==> src/rtl/jtopl_pkg.sv <==
// jtopl_pkg: shared constants and slot decode for the OPL slot sequencer
package jtopl_pkg;
  localparam int SLOTS = 18;
  localparam int RHY_FIRST_SLOT = 12;
  localparam int NUM_CH = 9;
  // slots run in groups of six: three modulators then the matching three carriers
  function automatic logic [4:0] slot2ch(input logic [4:0] idx);
    logic [4:0] grp, sub;
    grp = idx / 5'd6;
    sub = idx % 5'd6;
    return {4'(grp * 5'd3 + sub % 5'd3), sub >= 5'd3};
  endfunction
endpackage

==> src/rtl/jtopl_cen_div.sv <==
// jtopl_cen_div: divides clk down to a one-cycle operator enable
module jtopl_cen_div #(
  parameter int DIV = 4
) (
  input  logic clk,
  input  logic rst,
  output logic cenop
);
  localparam int CW = $clog2(DIV);
  logic [CW-1:0] cnt;
  logic last;
  assign last = cnt == CW'(DIV - 1);
  always_ff @(posedge clk) begin
    if (rst) begin
      cnt <= '0;
      cenop <= 1'b0;
    end else begin
      cnt <= last ? '0 : cnt + 1'b1;
      cenop <= last;
    end
  end
endmodule

==> src/rtl/jtopl_slot_seq.sv <==
// jtopl_slot_seq: rotates the one-hot operator slot, decodes channel/op,
// steps the vibrato counter and opens per-channel register write windows
module jtopl_slot_seq #(
  parameter int DIV = 4,
  parameter int SLOTS = 18,
  parameter int VIB_FRAMES = 1024
) (
  input  logic        clk,
  input  logic        rst,
  input  logic        rhy_en,
  input  logic        upd_req,
  input  logic [3:0]  upd_ch,
  output logic        cenop,
  output logic [17:0] slot,
  output logic [4:0]  slot_idx,
  output logic [3:0]  ch,
  output logic        op,
  output logic        zero,
  output logic        rhy_slot,
  output logic [2:0]  vib_cnt,
  output logic        upd_ack,
  output logic        upd_err
);
  import jtopl_pkg::*;
  localparam int FW = VIB_FRAMES > 1 ? $clog2(VIB_FRAMES) : 1;
  logic [FW-1:0] frame_cnt;
  logic [4:0] target;
  logic last_slot, last_frame, bad, bad_q;
  logic [3:0] bad_ch;
  jtopl_cen_div #(.DIV(DIV)) u_div (.clk(clk), .rst(rst), .cenop(cenop));
  always_comb begin
    {ch, op} = slot2ch(slot_idx);
    zero = slot_idx == 5'd0;
    rhy_slot = rhy_en & (slot_idx >= 5'(RHY_FIRST_SLOT));
    last_slot = slot_idx == 5'(SLOTS - 1);
    last_frame = frame_cnt == FW'(VIB_FRAMES - 1);
    target = 5'(upd_ch / 4'd3) * 5'd6 + 5'(upd_ch % 4'd3);
    bad = upd_req & (upd_ch >= 4'(NUM_CH));
    upd_ack = upd_req & cenop & ~(upd_ch >= 4'(NUM_CH)) & (slot_idx == target);
  end
  always_ff @(posedge clk) begin
    if (rst) begin
      slot <= 18'd1;
      slot_idx <= 5'd0;
      frame_cnt <= '0;
      vib_cnt <= 3'd0;
      upd_err <= 1'b0;
      bad_q <= 1'b0;
      bad_ch <= 4'd0;
    end else begin
      if (cenop) begin
        slot <= {slot[16:0], slot[17]};
        slot_idx <= last_slot ? 5'd0 : slot_idx + 5'd1;
        if (last_slot) begin
          frame_cnt <= last_frame ? '0 : frame_cnt + 1'b1;
          if (last_frame) vib_cnt <= vib_cnt + 3'd1;
        end
      end
      // a held bad request reports once, again only if it drops or retargets
      upd_err <= bad & (~bad_q | (upd_ch != bad_ch));
      bad_q <= bad;
      bad_ch <= upd_ch;
    end
  end
endmodule

==> config.mk <==
export PLATFORM = sky130hd
export DESIGN_NAME = jtopl_slot_seq
export DESIGN_NICKNAME = d
export VERILOG_FILES = /design/src/rtl/jtopl_pkg.sv /design/src/rtl/jtopl_cen_div.sv /design/src/rtl/jtopl_slot_seq.sv
export SDC_FILE = /design/constraint.sdc
export NUM_CORES = 1
export LEC_CHECK = 0
export CAP_MARGIN = 10
export CORE_MARGIN = 2
export CORE_UTILIZATION = 25
export DETAILED_ROUTE_END_ITERATION = 16
export PLACE_DENSITY_LB_ADDON = 0.2
export RECOVER_POWER = 25
export REMOVE_ABC_BUFFERS = 1
export SKIP_CTS_REPAIR_TIMING = 1
export SYNTH_ARGS = -nofsm -noshare
export SYNTH_HDL_FRONTEND = slang
export SYNTH_SLANG_ARGS = --single-unit
==> constraint.sdc <==
create_clock -name clk -period 10.9 [get_ports clk]
set_input_delay 2.725 -clock clk [delete_from_list [all_inputs] [get_ports clk]]
set_output_delay 2.725 -clock clk [all_outputs]
set_load 0.05 [all_outputs]
==> results_dict.tcl <==
set metrics [dict create \
    worst-path-max-fanout 8 \
    dr_total_vias 2663 \
    path_cells "clkdlybuf4s50_1 -> inv_1 -> nor2_1 -> ha_1 -> a21oi_1 -> inv_1 -> a222oi_1 -> ha_1 -> a21oi_1 -> nor3b_2 -> inv_1 -> ha_1 -> inv_1 -> fa_1 -> inv_1 -> ha_1 -> a21oi_1 -> xnor2_1 -> xnor2_1 -> xor2_1 -> or3_1 -> a2111oi_2 -> buf_12" \
    clock_skew_ns 0.00457 \
    synth_edf_count 0 \
    pwr_density_cell_nw_per_um2 101 \
    num_rows 41 \
    ir_drop_v 0.0000750 \
    ys_seq_area_share_pct 27.5 \
    fmax_mhz 97.2 \
    cpMostUsedCell "inv_1" \
    syn_avg_cell_area_sq_um 8.61 \
    p_sw_mw 0.0989 \
    p_clk_share_pct 41.2 \
    utilization_pct 31.4 \
    numPortBuffers 43 \
    fin_total_pwr_mw 0.403 \
    initial_core_util_pct 25.7 \
    dieArea_sq_um 14000 \
    numCtsBuffers 5 \
    area_growth_pct 22.1 \
    reg2reg_slack_ns 8.38 \
    synth_ff_type "dfxtp_1" \
    yosysTopAreaCell "dfxtp_1" \
    grt_first_pass_wirelength_microns 11900 \
    criticalPathCategory "input pin to output port" \
    drt_pass1_iterations 4 \
    gr-total-overflow 0 \
    endpoint_kind "output port" \
    fillers 1393 \
    drtIter0Drc 148 \
    drv_slew 35 \
    antenna_found_initial 0 \
    worstHoldStart "u_div.cnt[0]" \
    clkSlewWorstSetupHoldPaths_ns 0.06 \
    internal-power_mw 0.305 \
    drc 0 \
    clock_sinks 45 \
    holdPathStages 1 \
    crit_required_ns 8.18 \
    rsz0062_at_grt "false" \
    grt_max_degree 35 \
    p_leak_nw 1.51 \
    setup_viol 0 \
    synth-seq-cells 45 \
    cts_max_level 2 \
    core_sq_um 12700 \
    gp_congestion 0.834 \
    combPwrFrac_pct 17.0 \
    synth_area_leaders "dfxtp_1 28%, ha_1 7.6%, mux2i_1 6.7%" \
    cpPeakStageDelay_ns 0.47 \
    fin_crit_sh_pct 94.4 \
    hold_end "u_div.cnt[0]" \
    die_w_microns 118 \
    async_reset_ff_share_pct 0 \
    regArea_sq_um 901 \
    tritoncts "built" \
    worst_slew_pin_slew_ns 1.59 \
    mostFrequentLayoutCell "nor2_1" \
    ant_nets 0 \
    reg2reg_depth 9 \
    final_cell_mix "47 x nor2_1, 45 x dfxtp_1, 40 x clkdlybuf4s50_1" \
    cpMaxStageDelayCell "fa_1" \
    grt_pass1_vias 2528 \
    place_hpwl_microns 5150 \
    grtUsageTotal_pct 9.94 \
    crit_path_start_kind "input pin" \
    relSlewSlack_pct -6.30 \
    finalHoldViolCount 0 \
    maxCapViolations 1 \
    finalNetCount 446 \
    drive_above_1_share_pct 8.47 \
    min_period_ns 10.28 \
    seqPwrFrac_pct 41.8 \
    multi_input_area_sq_um 2140 \
    hp-class "flop to flop" \
    chipHeight_microns 118 \
    synth_warnings 0 \
    viasPerCell 4.55 \
    outcome "finished with violations" \
    wl_per_cell_microns 11.7 \
    clockBufferDepth 2 \
    synth_cell_types 65 \
    violations "max-capacitance violations, max-slew violations" \
    swShare_pct 24.5 \
    n_antenna_cell 0 \
    clk_latency_ns 0.28 \
    r2r_end "vib_cnt[2]" \
    ios 44 \
    setup_tns_ns 0 \
    netlist_instances 380 \
    rr_startpoint "slot_idx[1]" \
    cp.arrival_ns 7.56 \
    yosys.area.top_type_share_pct 27.5 \
    netlist_area_sq_um 3270 \
    wl_microns 6830 \
    cts_root_buf "clkbuf_16" \
]
==> flip-flops by register name (all words and copies together), names as in the netlist <==
name	cells
vib_cnt	3
bad_ch	4
upd_err	1
frame_cnt	10
u_div.cnt	2
slot_idx	5
bad_q	1
u_div.cenop	1
slot	18
==> critical path, delay by kind of cell <==
| kind | cells | cell delay [ns] |
|---|---|---|
| buf+inv | 7 | 0.98 |
| xor+xnor | 3 | 0.43 |
| simple gates | 3 | 0.61 |
| fa+ha+maj | 5 | 1.48 |
| compound gates | 5 | 1.32 |
==> power groups by stage <==
stage / sequential (mW) / clock [mW] / combinational (mW)
after floorplan: 0.176 / 0 / 0.0465
after global placement: 0.172 / 0 / 0.0674
after detailed placement: 0.173 / 0 / 0.0684
after CTS: 0.169 / 0.172 / 0.0686
after global routing: 0.169 / 0.178 / 0.0786
final: 0.169 / 0.166 / 0.0685
==> per-layer routing <==
layer / track usage (%) / share of wire (%)
met1: 13.2 / 49
met2: 16.5 / 47
met3: 2.32 / 3.7
met4: 1.93 / 0.59
met5: 0 / 0
==> per-stage QoR <==
step | hold slack (ns) | std cells | instance area [sq um] | setup WS, ns
6_report | 0.434 | 585 | 4000 | 0.615
5_1_grt | 0.479 | 585 | 4000 | 0.112
4_1_cts | 0.439 | 585 | 3990 | 0.243
3_5_place_dp | 0.430 | 578 | 3830 | 0.261
3_3_place_gp | 0.416 | 578 | 3830 | 0.382
2_1_floorplan | 0.403 | 359 | 3150 | 0.270
==> layout make-up <==
| type | instances | share of cell area, % |
|---|---|---|
| repair buffers | 47 | 11.7 |
| clock inverters | 2 | 0.877 |
| inverters | 30 | 2.82 |
| flip-flops and latches | 45 | 22.5 |
| well taps | 172 | 5.39 |
| multi-input cells | 284 | 53.5 |
| clock buffers | 5 | 3.13 |
==> synth_stat cells (all sizes together) (3+ instances only) <==
library cell / count
nand2: 22
nor2b: 9
xnor2: 21
a31oi: 3
buf: 11
and3: 4
a21oi: 15
dfxtp: 45
a211o: 3
nand2b: 6
o21ai: 25
and2: 3
inv: 30
fa: 5
or2: 4
nand4: 7
a211oi: 4
clkbuf: 10
a21o: 3
nor3: 7
nor2: 47
or3: 4
ha: 20
nand3b: 3
nand3: 8
xor2: 10
mux2i: 23
nor3b: 3
==> cell families after synthesis <==
kind of cell | count (synthesis) | share of synthesized area (%)
XOR/XNOR | 31 | 9.45
buffers and inverters | 51 | 7.27
AND/OR/NAND/NOR | 132 | 21.3
adder cells (fa/ha/maj) | 25 | 10.7
multiplexers | 25 | 7.84
flip-flops | 45 | 27.5
AO/OA/AOI/OAI | 71 | 15.9
==> worst max path at each step <==
stage,start,end,slack (ns),cells past startpoint
floorplan,upd_ch[2],upd_ack,0.27,21
global placement,upd_ch[3],upd_ack,0.38,22
detailed placement,upd_ch[3],upd_ack,0.26,22
CTS,upd_ch[3],upd_ack,0.24,22
global route,upd_ch[2],upd_ack,0.11,23
finish,upd_ch[2],upd_ack,0.62,23
No activity file was read; power rests on OpenSTA's default activity.
